--- config.mk ---
export PLATFORM = sky130hd
export DESIGN_NAME = s4ga_reg
export DESIGN_NICKNAME = d
export VERILOG_FILES = /design/src/rtl/s4ga_reg.sv
export SDC_FILE = /design/constraint.sdc
export NUM_CORES = 1
export LEC_CHECK = 0
export CORE_ASPECT_RATIO = 2
export CORE_MARGIN = 5
export CORE_UTILIZATION = 30
export CTS_BUF_LIST = sky130_fd_sc_hd__clkbuf_8
export DETAILED_ROUTE_END_ITERATION = 10
export GPL_ROUTABILITY_DRIVEN = 0
export MAX_ROUTING_LAYER = met4
export PLACE_DENSITY_LB_ADDON = 0.3
export SLEW_MARGIN = 0
export SYNTH_ARGS = -nofsm -noshare
export SYNTH_HDL_FRONTEND = slang
export SYNTH_SLANG_ARGS = --single-unit
export TNS_END_PERCENT = 10
--- constraint.sdc ---
create_clock -name clk -period 2.54 [get_ports clk]
set_input_delay 0.635 -clock clk [delete_from_list [all_inputs] [get_ports clk]]
set_output_delay 0.635 -clock clk [all_outputs]
set_load 0.02 [all_outputs]
--- src/rtl/s4ga_reg.sv ---
// s4ga_reg: serially configured LUT fabric.
//
// A stream of SI_W-bit configuration segments describes N K-input LUTs, one
// after another, and the sequence repeats every frame. Each LUT description is
// K input index fields, one flags segment and the truth-table mask. LUT inputs
// are fetched as soon as their index is complete. The LUT is evaluated on its
// final mask beat, and the result is pushed into a recency history. Later LUTs
// address that history by "how many evaluations ago".
//
// Ports:
//   clk          clock
//   rst          synchronous active-high reset
//   si_valid     si carries a segment this cycle (otherwise everything holds)
//   si           configuration segment
//   inputs       fabric inputs, sampled live when an index field completes
//   outputs      registered fabric outputs, updated once per frame
//   frame_done   one-cycle pulse after the last LUT of a frame is evaluated
//   debug_valid  debug carries a fetched LUT input or a pushed LUT value
//   debug        the debug bit (0 when debug_valid is 0)
module s4ga_reg #(
    parameter int N    = 67,
    parameter int K    = 5,
    parameter int I    = 2,
    parameter int O    = 7,
    parameter int SI_W = 4
) (
    input  logic            clk,
    input  logic            rst,
    input  logic            si_valid,
    input  logic [SI_W-1:0] si,
    input  logic [I-1:0]    inputs,
    output logic [O-1:0]    outputs,
    output logic            frame_done,
    output logic            debug_valid,
    output logic            debug
);
    localparam int IDX_W     = $clog2(2 + I + N);
    localparam int IDX_SEGS  = (IDX_W + SI_W - 1) / SI_W;
    localparam int MASK_SEGS = (2 ** K) / SI_W;
    localparam int IDX_BITS  = IDX_SEGS * SI_W;
    localparam int SEG_MAX   = (MASK_SEGS > IDX_SEGS) ? MASK_SEGS : IDX_SEGS;
    localparam int SEG_W     = (SEG_MAX > 1) ? $clog2(SEG_MAX) : 1;
    localparam int K_W       = $clog2(K);
    localparam int N_W       = $clog2(N);
    localparam int I_W       = (I > 1) ? $clog2(I) : 1;
    localparam int SI_LOG    = $clog2(SI_W);
    localparam int INV_BIT   = (SI_W > 1) ? 1 : 0;
    // Whether the index field can encode values past the last history slot.
    localparam bit HAS_OOR   = (2 + I + N) < (2 ** IDX_BITS);

    localparam logic [IDX_BITS-1:0] IDX_ONE     = IDX_BITS'(1);
    localparam logic [IDX_BITS-1:0] IDX_IN_LO   = IDX_BITS'(2);
    localparam logic [IDX_BITS-1:0] IDX_HIST_LO = IDX_BITS'(2 + I);
    localparam logic [IDX_BITS-1:0] IDX_END     = IDX_BITS'(2 + I + N);

    typedef enum logic [1:0] {
        ST_IDX,
        ST_FLAGS,
        ST_MASK
    } state_t;

    state_t              state_q;
    logic [K_W-1:0]      k_q;
    logic [SEG_W-1:0]    seg_q;
    logic [N_W-1:0]      n_q;
    logic [IDX_BITS-1:0] idx_acc_q;
    logic [K-1:0]        ins_q;
    logic                reg_q;
    logic                inv_q;
    logic                mask_bit_q;
    logic [N-1:0]        hist_q;     // hist_q[m]: value pushed m+1 evaluations ago
    logic [N-1:0]        ff_q;       // per-LUT flip-flop for registered mode
    logic [O-1:0]        outputs_q;
    logic                frame_done_q;
    logic                debug_valid_q;
    logic                debug_q;

    logic [IDX_BITS-1:0] idx_full_d;
    logic [I_W-1:0]      in_sel;
    logic [N_W-1:0]      hist_sel;
    logic                fetch_val_d;
    logic [SEG_W-1:0]    tgt_seg;
    logic                si_bit;
    logic                mask_hit;
    logic                raw_d;
    logic                pushed_d;
    logic [N-1:0]        hist_d;

    always_comb begin
        // Index value including the segment arriving on this beat.
        idx_full_d = (idx_acc_q << SI_W) | IDX_BITS'(si);
        in_sel     = I_W'(idx_full_d - IDX_IN_LO);
        hist_sel   = N_W'(idx_full_d - IDX_HIST_LO);
        if (idx_full_d == '0)
            fetch_val_d = 1'b0;
        else if (idx_full_d == IDX_ONE)
            fetch_val_d = 1'b1;
        else if (idx_full_d < IDX_HIST_LO)
            fetch_val_d = inputs[in_sel];
        else if (!HAS_OOR || idx_full_d < IDX_END)
            fetch_val_d = hist_q[hist_sel];
        else
            fetch_val_d = 1'b0;

        // The mask is big-endian, so mask bit 'ins' lives in segment
        // MASK_SEGS-1-ins/SI_W at position ins%SI_W. Only that one bit is kept.
        tgt_seg = SEG_W'(MASK_SEGS - 1) - SEG_W'(ins_q >> SI_LOG);
        si_bit  = 1'b0;
        for (int b = 0; b < SI_W; b++) begin
            if ((ins_q & K'(SI_W - 1)) == K'(b))
                si_bit = si[b];
        end
        mask_hit = (seg_q == tgt_seg);
        // The wanted bit may arrive on the final mask beat itself.
        raw_d    = (mask_hit ? si_bit : mask_bit_q) ^ inv_q;
        pushed_d = reg_q ? ff_q[n_q] : raw_d;
        hist_d   = {hist_q[N-2:0], pushed_d};
    end

    always_ff @(posedge clk) begin
        if (rst) begin
            state_q       <= ST_IDX;
            k_q           <= '0;
            seg_q         <= '0;
            n_q           <= '0;
            idx_acc_q     <= '0;
            ins_q         <= '0;
            reg_q         <= 1'b0;
            inv_q         <= 1'b0;
            mask_bit_q    <= 1'b0;
            hist_q        <= '0;
            ff_q          <= '0;
            outputs_q     <= '0;
            frame_done_q  <= 1'b0;
            debug_valid_q <= 1'b0;
            debug_q       <= 1'b0;
        end else begin
            frame_done_q  <= 1'b0;
            debug_valid_q <= 1'b0;
            debug_q       <= 1'b0;
            if (si_valid) begin
                case (state_q)
                    ST_IDX: begin
                        idx_acc_q <= idx_full_d;
                        if (seg_q == SEG_W'(IDX_SEGS - 1)) begin
                            seg_q         <= '0;
                            ins_q         <= {ins_q[K-2:0], fetch_val_d};
                            debug_valid_q <= 1'b1;
                            debug_q       <= fetch_val_d;
                            if (k_q == K_W'(K - 1)) begin
                                k_q     <= '0;
                                state_q <= ST_FLAGS;
                            end else begin
                                k_q <= k_q + 1'b1;
                            end
                        end else begin
                            seg_q <= seg_q + 1'b1;
                        end
                    end
                    ST_FLAGS: begin
                        reg_q   <= si[0];
                        inv_q   <= (SI_W > 1) && si[INV_BIT];
                        seg_q   <= '0;
                        state_q <= ST_MASK;
                    end
                    ST_MASK: begin
                        if (mask_hit)
                            mask_bit_q <= si_bit;
                        if (seg_q == SEG_W'(MASK_SEGS - 1)) begin
                            hist_q        <= hist_d;
                            debug_valid_q <= 1'b1;
                            debug_q       <= pushed_d;
                            if (reg_q)
                                ff_q[n_q] <= raw_d;
                            if (n_q == N_W'(N - 1)) begin
                                n_q          <= '0;
                                // hist_d[j] is the value pushed by LUT N-1-j.
                                outputs_q    <= hist_d[O-1:0];
                                frame_done_q <= 1'b1;
                            end else begin
                                n_q <= n_q + 1'b1;
                            end
                            seg_q   <= '0;
                            state_q <= ST_IDX;
                        end else begin
                            seg_q <= seg_q + 1'b1;
                        end
                    end
                    default: begin
                        state_q <= ST_IDX;
                        seg_q   <= '0;
                        k_q     <= '0;
                    end
                endcase
            end
        end
    end

    assign outputs     = outputs_q;
    assign frame_done  = frame_done_q;
    assign debug_valid = debug_valid_q;
    assign debug       = debug_q;

endmodule
# Word-level counts from Yosys, hierarchy flattened
# Index checks and enable logic that the tools add are counted.
# totals
regBits	171
in_bits	9
out_inout_bits	10
elab_cells	100
# classes
addsub	6
n_lt_le_gt_ge	6
n_eq_ne	14
mux	37
n_bitwise	6
n_reduce_logical	16
# ops
operator	n
bitwise mux 67 bit	1
two-way mux 1 bit	20
less-than comparator 7 x 8 -> 1 bit (second input constant)	2
binary-select mux 1 bit (select 7 bit)	2
two-way mux 3 bit	4
one-hot mux 3 bit (2 select lines)	2
AND reduction 4 bit	3
AND reduction 3 bit	3
equality test 8 x 1 -> 1 bit (second input constant)	1
zero test 8 bit	1
less-than comparator 8 x 3 -> 1 bit (second input constant)	1
less-than comparator 8 x 7 -> 1 bit (second input constant)	1
bitwise OR 8 x 4 -> 8 bit	1
adder 7 x 1 -> 7 bit (second input constant)	1
demux 1 bit (select 7 bit)	1
equality test 7 bit (second input constant)	1
>= comparator 7 x 1 -> 1 bit (second input constant)	1
two-way mux 7 bit	1
subtractor 7 x 3 -> 7 bit (second input constant)	1
adder 3 x 1 -> 3 bit (second input constant)	2
equality test 2 bit (second input constant)	3
equality test 3 bit (second input constant)	2
two-way mux 2 bit	3
inequality test 2 bit (second input constant)	3
other kinds (16)	24

# Longest topological paths before layout
# depth
word_depth	10
depth_mapped	10
mapped_depth_nobuf	9

# Worst setup path after synthesis
# Ideal clock, no wire load.
# synth_timing
kind	input -> register
from	in si[2]
to	reg debug_q (netlist: debug)
arrival_ps	2269
required_time_ps	2414
path_slack_ps	145
cell_stages	10
n_path_buf	1
path_cell_list	clkbuf_1 inv_1 ha_1 mux4_2 mux2i_1 a32oi_1 a21oi_1 nor3_1 nand4b_1 o31ai_1
# synth_between
elab_chain_cells	10
# synth_lines
item	line_no	rtl
start, declared	30	input logic [SI_W-1:0] si,
bitwise OR 8 x 4 -> 8 bit	91	idx_full_d = (idx_acc_q << SI_W) | IDX_BITS'(si);
subtractor 7 x 3 -> 7 bit	93	hist_sel = N_W'(idx_full_d - IDX_HIST_LO);
binary-select mux 1 bit (select 7 bit)	101	fetch_val_d = hist_q[hist_sel];
two-way mux 1 bit (implied by the code)	101	
two-way mux 1 bit	100	else if (!HAS_OOR || idx_full_d < IDX_END)
two-way mux 1 bit	98	else if (idx_full_d < IDX_HIST_LO)
two-way mux 1 bit	96	else if (idx_full_d == IDX_ONE)
two-way mux 1 bit	94	if (idx_full_d == '0)
two-way mux 1 bit	145	if (seg_q == SEG_W'(IDX_SEGS - 1)) begin
one-hot mux 1 bit (2 select lines) *	142	case (state_q)
end signal, assigned	149	debug_q <= fetch_val_d;
end signal, assigned	172	debug_q <= pushed_d;
end, declared	76	logic debug_q;
# Mark *: on every way between the ends. The rest lies on a longest branch, timed or not. The select of a mux whose other input is x is not followed.
# A chain may end at the register's enable or synchronous reset.

# Worst setup path after layout
# layout_timing
from	reg n_q[1]
to	reg hist_q[0]
# layout_between
elab_chain_cells	3
# layout_lines
item	line_no	rtl
start, declared	65	logic [N_W-1:0] n_q;
start signal, assigned	181	n_q <= n_q + 1'b1;
binary-select mux 1 bit (select 7 bit)	116	pushed_d = reg_q ? ff_q[n_q] : raw_d;
two-way mux 1 bit (implied by the code)	116	
two-way mux 1 bit	116	
end signal, assigned	170	hist_q <= hist_d;
end, declared	71	logic [N-1:0] hist_q;
# No other way between the ends. The select of a mux whose other input is x is not followed.

==> results.py <==
metrics = {
    "setup_path": {
        "cp_num_buf_inv": 1,
        "crit_chain": "buf_4, nor2_1, a221oi_1, a31oi_1, o21a_1, a221oi_1, o21a_1, a211oi_1",
        "cp-end-kind": "register",
        "cp_max_fo": 22,
        "startpoint_type": "register",
        "critPathRequiredTime_ps": 2900,
        "crit_slowest_cell": "dfxtp_1",
        "crit_family": "compound AO/OA/AOI/OAI gates",
        "setup.worst_path.class": "register to register",
        "arrival_ps": 2820,
        "critical_path.max_stage_delay_ps": 450,
    },
    "timing": {
        "fmax_ghz": 0.406,
        "tightest_slew_ps": 742,
        "final-hold-violation-count": 0,
        "skew_ps": 17.7,
        "holdWs_ps": 467,
        "min_period_ps": 2460,
        "setup_viol": 0,
        "rsz0062_at_grt": "yes",
        "relSlewSlack_pct": 50.3,
        "min_period_over_period_pct": 96.9,
        "slew_viol_final": 0,
    },
    "die": {
        "start_util_pct": 30.2,
        "die_y_um": 242,
        "coreArea_um2": 26700,
        "ios": 19,
        "rows": 85,
        "die_w_um": 126,
        "dieArea_um2": 30500,
    },
    "global_route": {
        "grt_busiest_layer": "met2",
        "grt_max_degree": 71,
        "grt_first_pass_wirelength_um": 35700,
        "use_met3_pct": 2.69,
        "grt_pass1_vias": 6912,
        "use_met2_pct": 22.4,
        "antenna_found_initial": 1,
        "grtUsageMet1_pct": 19.0,
        "grt.overflow.total": 0,
        "globalRouteTotalUtil_pct": 14.6,
    },
    "finish": {
        "final_nets": 1012,
        "drive_above_1_share_pct": 14.3,
        "synthToLayoutAreaGrowth_pct": 16.0,
        "fin_util_pct": 35.0,
        "instances_no_fill": 1351,
    },
    "logic_synthesis": {
        "synth_ff_type": "dfxtp_1",
        "yosys_warnings": 0,
        "synth_edf_count": 0,
        "synthTopCellsByCount": "dfxtp_1, nand2_1, a21oi_1",
        "synthArstFlopShare_pct": 0,
        "syn_inst": 951,
        "synthTopCellsByArea": "dfxtp_1, a21oi_1, nand2_1, mux4_2, nand3_1",
        "synth_top_area_share_pct": 42.5,
        "yosys.cell_count.top_type": "dfxtp_1",
        "synth_largest_area_cell": "dfxtp_1",
        "ys_seq_area_share_pct": 42.5,
        "ys_seq_elements": 171,
        "syn_area_per_cell_um2": 8.48,
        "syn_nets": 973,
        "synth_cell_types": 57,
        "synth_area_um2": 8060,
    },
    "flow_run": {
        "maxCapViolCount": 0,
    },
    "cts": {
        "h-tree-depth": 4,
        "cts_inserted_buffers": 17,
        "path_clk_slew_ps": 100,
        "cts_tree": "yes",
        "clockBufferDepth": 2,
        "ctsRootBufferMaster": "clkbuf_8",
        "clock_sinks": 171,
        "cts_setup_buffers": 0,
        "clock_latency_ps": 480,
    },
    "placed_design": {
        "place.port_buffers": 18,
        "hpwlAfterDp_um": 14300,
        "dpl.cell_count": 1319,
    },
    "drt": {
        "ant_nets": 0,
        "first_pass_iters": 5,
        "drtIter0Drc": 615,
        "post-route-drc-count": 0,
        "drt-vias-per-instance": 5.21,
        "wl_um": 21300,
        "wl_per_cell_um": 15.8,
        "num_vias": 7036,
    },
    "power_and_ir_drop": {
        "power_mw": 4.90,
        "peakVddDrop_uv": 374,
        "p_per_area_nw_per_um2": 524,
        "leakage_nw": 3.14,
    },
    "hold_path": {
        "hold_path.class": "register to register",
    },
    "run_status": {
        "status": "completed",
    },
}
-- layer usage --
layer	part of all wire [%]	vias to the layer above
met3	4.7	36
met5	0	-
met4	2.2	0
met2	47	162
li1	-	3453
met1	46	3385
-- power by group --
part | switching (mW) | internal, mW
registers | 0.0143 | 2.69
logic | 0.136 | 0.0951
clock network | 1.07 | 0.892
-- tightest hold or removal path: cells and delay by family (launching register included) --
family | cells | cell delay (ps)
AOI/OAI and AO/OA | 1 | 50
DFF | 1 | 330
and+or+nand+nor | 1 | 50
-- final timing paths --
path,slack [ps],cells after the start,startpoint,endpoint
min,470,2,hist_q[11],hist_q[12]
min reg2reg,470,2,hist_q[11],hist_q[12]
max,80,8,n_q[1],hist_q[0]
max reg2reg,80,8,n_q[1],hist_q[0]
-- through the flow --
stage	setup slack, ps	cell area (um2)	setup TNS, ps
6_report	79.1	9350	0
5_1_grt	-26.0	9350	-82.4
4_1_cts	67.7	9340	0
3_5_place_dp	-418	8950	-15550
3_3_place_gp	-385	8950	-13260
2_1_floorplan	145	8060	0
-- cell type report --
class	count	area (um2)
fill	2727	17300
inverter	13	48.8
sequential	171	3420
timing repair buffer	90	806
clock inverter	14	160
clock buffer	17	234
antenna	1	2.50
multi-input combinational	697	4240
tap	348	435
-- logic make-up after synthesis --
kind of cell	count (synthesis)	synth area share [%]
AOI/OAI and AO/OA	267	18.2
muxes	56	11.1
buffers and inverters	83	5.25
and+or+nand+nor	350	19.7
adders and majority gates	13	2.02
DFF	171	42.5
xor gates and xnor gates	11	1.29
-- cell usage in the layout, fill, tap and decap left out, drive strengths merged, types with 18 or more instances in the layout --
cell / netlist / final
mux2i: 23 / 23
mux4: 25 / 25
nor2: 39 / 39
nand3: 85 / 85
nand2: 169 / 169
buf: 29 / 73
dfxtp: 171 / 171
o21ai: 74 / 74
a21oi: 147 / 147
inv: 11 / 18
-- state kept, by name, summed over array words and instances, names as in the netlist --
register / flops
outputs: 7
debug_valid: 1
mask_bit_q: 1
ins_q: 5
ff_q: 67
inv_q: 1
frame_done: 1
reg_q: 1
n_q: 7
debug: 1
state_q: 2
idx_acc_q: 4
seg_q: 3
k_q: 3
hist_q: 67
-- repair_timing --
action	CTS	global route
resized for setup	0	2
setup endpoints to repair	0	4
hold buffers	0	0
endpoints found under the hold margin	0	0
(Power assumes the default switching activity.)
==> variant 1 (config.mk and constraints unchanged) <==
Register the inputs `si_valid`, `si` and `inputs` before use, with the module's reset. The logic sees them one clock later. Comments in the files are not updated.
--- a/src/rtl/s4ga_reg.sv
+++ b/src/rtl/s4ga_reg.sv
@@ -59,6 +59,22 @@
         ST_MASK
     } state_t;
 
+    logic si_valid_q;
+    logic [SI_W-1:0] si_q;
+    logic [I-1:0] inputs_q;
+
+    always_ff @(posedge clk) begin
+        if (rst) begin
+            si_valid_q <= '0;
+            si_q       <= '0;
+            inputs_q   <= '0;
+        end else begin
+            si_valid_q <= si_valid;
+            si_q       <= si;
+            inputs_q   <= inputs;
+        end
+    end
+
     state_t              state_q;
     logic [K_W-1:0]      k_q;
     logic [SEG_W-1:0]    seg_q;
@@ -88,7 +104,7 @@
 
     always_comb begin
         // Index value including the segment arriving on this beat.
-        idx_full_d = (idx_acc_q << SI_W) | IDX_BITS'(si);
+        idx_full_d = (idx_acc_q << SI_W) | IDX_BITS'(si_q);
         in_sel     = I_W'(idx_full_d - IDX_IN_LO);
         hist_sel   = N_W'(idx_full_d - IDX_HIST_LO);
         if (idx_full_d == '0)
@@ -96,7 +112,7 @@
         else if (idx_full_d == IDX_ONE)
             fetch_val_d = 1'b1;
         else if (idx_full_d < IDX_HIST_LO)
-            fetch_val_d = inputs[in_sel];
+            fetch_val_d = inputs_q[in_sel];
         else if (!HAS_OOR || idx_full_d < IDX_END)
             fetch_val_d = hist_q[hist_sel];
         else
@@ -108,7 +124,7 @@
         si_bit  = 1'b0;
         for (int b = 0; b < SI_W; b++) begin
             if ((ins_q & K'(SI_W - 1)) == K'(b))
-                si_bit = si[b];
+                si_bit = si_q[b];
         end
         mask_hit = (seg_q == tgt_seg);
         // The wanted bit may arrive on the final mask beat itself.
@@ -138,7 +154,7 @@
             frame_done_q  <= 1'b0;
             debug_valid_q <= 1'b0;
             debug_q       <= 1'b0;
-            if (si_valid) begin
+            if (si_valid_q) begin
                 case (state_q)
                     ST_IDX: begin
                         idx_acc_q <= idx_full_d;
@@ -158,8 +174,8 @@
                         end
                     end
                     ST_FLAGS: begin
-                        reg_q   <= si[0];
-                        inv_q   <= (SI_W > 1) && si[INV_BIT];
+                        reg_q   <= si_q[0];
+                        inv_q   <= (SI_W > 1) && si_q[INV_BIT];
                         seg_q   <= '0;
                         state_q <= ST_MASK;
                     end
Check against the original RTL: not equivalent (Yosys sat finds a counterexample within 4 cycles, from zero or initial values and one cycle with rst high).
==> variant 1 against the original RTL <==
Sequential share of layout area grew 1.1 points; hold slack lost 0.0032 ns; routed wire length grew 11%; sequential cell count grew 7; area after synthesis grew 0.71%; final cell count grew 0.37%; largest power group unchanged; design area grew 1.1%; worst setup slack lost 0.026 ns; largest cell class unchanged; power grew 2.6%.
==> variant 1: results (changes against the original RTL) <==
- CTS Buf Count: 17 (unchanged)
- Largest registers: ff_q x67, hist_q x67 (unchanged)
- Leak Pwr: 3.14 nW (about the same)
- Fraction of layout cells with a size suffix above 1: 13.7% (was 14.3%)
- Area leader, netlist: dfxtp_1 (unchanged)
- Worst-path clk slew: 0.11 ns
- R2R depth: 7 (was 8)
- Synthesized Nets: 985 (was 973)
- Root Driver: clkbuf_8 (unchanged)
- Crit Path Max Fanout: 7 (was 22)
- Iteration-0 DRC Markers: 439 (was 615)
- Hold path cells: 2 (unchanged)
- Initial antenna violation count: 1 (unchanged)
- Hpwl dp: 16500 um (was 14300 um)
- WHS Endpoint: ff_q[66] (was hist_q[12])
- R2r startpoint: si_q[0] (was n_q[1])
- Peak VDD IR: 0.458 mV (was 0.374 mV)
- Internal power: 3.71 mW (was 3.68 mW)
- Worst R2R End: debug (was hist_q[0])
- Synth unique cells: 54 (was 57)
- Vias in the first global route: 6695 (was 6912)
- Nets: 1016 (was 1012)
- Setup Fix Bufs, Post-CTS: 0 (unchanged)
- Register area share after synthesis: 43.9% (was 42.5%)
- Crit path DAT: 2.85 ns (was 2.82 ns)
- CTS H-tree depth: 4 (unchanged)
- Hold_sp: ff_q[66] (was hist_q[11])
- Syn. warnings: 0 (unchanged)
- Total track usage: 15.8% (was 14.6%)
- Max transition margin: 51.2% (was 50.3%)
- Synth top cells by count: nand2_1, dfxtp_1, a21oi_1 (was dfxtp_1, nand2_1, a21oi_1)
- Asr flop ratio synth: 0% (unchanged)
- 1st-pass router iterations: 5 (unchanged)
- Placed Instance Area: 8980 um2 (was 8950 um2)
- Final WL: 23700 um (was 21300 um)
- Final Skew: 0.0186 ns (was 0.0177 ns)
- Longest Clk Path Bufs: 2 (unchanged)
- Hold Crit Class: flip-flop to flip-flop (unchanged)
- Outcome: complete, no violations (unchanged)
- Number of I/O port buffers: 18 (unchanged)
- Worst-skew pair later-pin latency: 0.50 ns (was 0.48 ns)
- Via count: 7060 (was 7036)
- First-pass GRT wire length: 37100 um (was 35700 um)
- Setup slack, reg-to-reg: 0.05 ns (was 0.08 ns)
- Largest net degree at the start of global routing: 121 (was 71)
- Fillers: 2825 (was 2727)
- Area contributors post-synth: dfxtp_1, a21oi_1, nand2_1 (unchanged)
[variant 1: cell count changes in the layout (fill, tap and decap cells not counted), sizes merged, moves of 5 or more]
cell,before,now
nor2,39,55
nand2,169,184
buf,73,62
o21ai,74,65
dfxtp,171,178
inv,18,25
a22o,6,0
a221oi,6,1
mux4,25,30
[variant 1: timing repair]
| item | CTS | global route |
|---|---|---|
| cloned | 0 | 1 |
| hold endpoints to repair | 0 | 0 |
| resized for setup | 12 | 5 |
| pin swaps | 2 | 2 |
| endpoints found under the setup margin | 2 | 4 |
[variant 1: through the flow]
stage	worst slack [ns]	hold slack, ns	cells	utilization [%]	power, mW
after CTS	0.0226	0.447	1354	35.1	5.10
after global placement	-0.355	0.442	1323	33.5	3.07
after global routing	-0.0536	0.459	1356	35.3	5.24
after detailed placement	-0.389	0.449	1323	33.5	3.07
final	0.0528	0.464	1356	35.3	5.03
after floorplan	0.0355	0.436	963	-	3.01
[variant 1: cell families after synthesis]
| kind of cell | share of synthesized area [%] |
|---|---|
| multiplexers | 12.1 |
| flip-flops | 43.9 |
| buffers and inverters | 4.13 |
| AO/OA/AOI/OAI | 16.6 |
| adder cells (fa/ha/maj) | 2.00 |
| AND/OR/NAND/NOR | 20.0 |
| XOR/XNOR | 1.29 |
[variant 1: worst max-delay path by stage]
stage,to,cells past startpoint,start
after floorplan,debug,9,si_q[2]
after global placement,debug,8,si_q[0]
after detailed placement,debug,8,si_q[0]
after CTS,debug,7,si_q[0]
after global routing,debug,8,si_q[0]
final,debug,7,si_q[0]
[variant 1: layout make-up]
class / count / share of cell area [%]
multi-input cells: 702 / 45.1
clock inverters: 15 / 1.75
flip-flops and latches: 178 / 37.8
diodes: 1 / 0.0265
inverters: 15 / 0.595
repair buffers: 80 / 7.65
well taps: 348 / 4.60
clock buffers: 17 / 2.47
[variant 1: layer usage]
layer / vias up / part of all wire, % / wire, um / track usage (%)
met5: - / 0 / 0 / -
met4: 0 / 4.3 / 1020 / 8.59
met3: 53 / 2.9 / 699 / 2.73
met2: 161 / 57 / 13500 / 28.9
met1: 3375 / 36 / 8490 / 15.8
li1: 3471 / - / - / -
[variant 1: worst max-delay path, stage by stage (launching register included)]
cell	delay, ns
dfxtp_4	0.45
buf_12	0.16
mux4_2	0.49
mux4_2	0.51
o211a_1	0.18
a2111oi_4	0.33
or4_1	0.17
o31ai_1	0.07
[variant 1: power groups by stage]
stage	sequential, mW	clock [mW]	combinational (mW)
after floorplan	2.87	0	0.131
after global placement	2.88	0	0.188
after detailed placement	2.88	0	0.188
after CTS	2.82	2.08	0.200
after global routing	2.82	2.20	0.223
final	2.82	2.00	0.205
==> variant 2 (same flow settings) <==
Without the edit above. `K`: 5 -> 6.
--- a/src/rtl/s4ga_reg.sv
+++ b/src/rtl/s4ga_reg.sv
@@ -19,7 +19,7 @@
 //   debug        the debug bit (0 when debug_valid is 0)
 module s4ga_reg #(
     parameter int N    = 67,
-    parameter int K    = 5,
+    parameter int K    = 6,
     parameter int I    = 2,
     parameter int O    = 7,
     parameter int SI_W = 4
Formal check against the unedited RTL: no difference found for any inputs over 4 cycles, from zero or initial values and one cycle with rst high; that may be too few to reach the edited logic, so the function may still have changed.
==> variant 2 against the original RTL <==
Final cell count rose by 3.0%; sequential cell count grew 2; worst setup slack lost 0.018 ns; design area is 2.1% higher; routed wire length up 7.8%; area after synthesis increased by 1.9%; power is 0.48% higher; clock skew down 0.0013 ns.
==> variant 2: results (changes against the original RTL) <==
- Outcome: complete, no violations (unchanged)
- R2R depth: 9 (was 8)
- Iteration-0 DRC Markers: 281 (was 615)
- Adder-cell share of the synthesized area: 1.52% (was 2.02%)
- DR WL met2: 13100 um (was 10100 um)
- Register area share after synthesis: 42.1% (was 42.5%)
- Placed Instance Area: 9140 um2 (was 8950 um2)
- Setup slack, reg-to-reg: 0.15 ns (was 0.08 ns)
- Mux contribution to synthesized area: 14.3% (was 11.1%)
- #MultiIn Comb: 735 (was 697)
- Post-Place Setup Slack: -0.485 ns (was -0.418 ns)
- Hold_sp: rst (was hist_q[11])
- Total track usage: 15.5% (was 14.6%)
- Vias per cell: 5.08 (was 5.21)
- Synth Instances: 993 (was 951)
- Grt met3 use: 2.75% (was 2.69%)
- Nets: 1049 (was 1012)
- Synth Area in XOR/XNOR: 1.28% (was 1.29%)
- Final sequential cell count: 173 (was 171)
- R2r startpoint: n_q[0] (was n_q[1])
- Worst hold slack: 0.444 ns (was 0.467 ns)
- Post-synthesis compound-gate area fraction: 14.8% (was 18.2%)
- Worst slew pin tran: 0.498 ns (was 0.742 ns)
- Fin cells: 1392 (was 1351)
- CP peak stage delay: 0.56 ns (was 0.45 ns)
- WHS Endpoint: hist_q[36] (was hist_q[12])
- Clk cell area share: 4.13% (was 4.22%)
- Fillers: 2833 (was 2727)
- Fraction of area in registers: 36.3% (was 36.6%)
- Met2 usage: 29.6% (was 22.4%)
- Area of the multi-input gates: 4410 um2 (was 4240 um2)
- Bufs w/o clock: 91 (was 90)
- Peak VDD IR: 0.472 mV (was 0.374 mV)
- Met3 wire len: 558 um (was 1000 um)
- Switching power: 1.23 mW (was 1.22 mW)
- Non-clock buffers, area share: 8.42% (was 8.62%)
[variant 2: cell count changes in the layout (fill, tap and decap cells not counted), moves of 6 or more]
cell / before / now
nand2_1: 169 / 233
nand3_1: 84 / 31
nor2_1: 39 / 92
o21ai_0: 74 / 45
mux2i_1: 23 / 50
a21oi_1: 147 / 129
mux4_2: 23 / 9
mux2_2: 6 / 15
mux4_1: 2 / 11
nand4_1: 4 / 11
a22o_1: 6 / 0
nand2b_1: 8 / 2
[variant 2: how the worst max path moves through the flow]
stage               endpoint  slack [ns]  start
floorplan              debug        0.06  si[2]
global placement       debug       -0.45  si[0]
detailed placement   ff_q[0]       -0.48  si[0]
CTS                  ff_q[1]        0.07  si[0]
global route           debug       0.002  si[0]
finish                 debug        0.06  si[0]
[variant 2: power by group through the flow]
stage                     clock network (mW)  logic [mW]  registers (mW)
after floorplan                            0       0.133            2.79
after global placement                     0       0.216            2.79
after detailed placement                   0       0.219            2.79
after CTS                               2.06       0.219            2.73
after global routing                    2.16       0.236            2.73
final                                   1.98       0.217            2.73
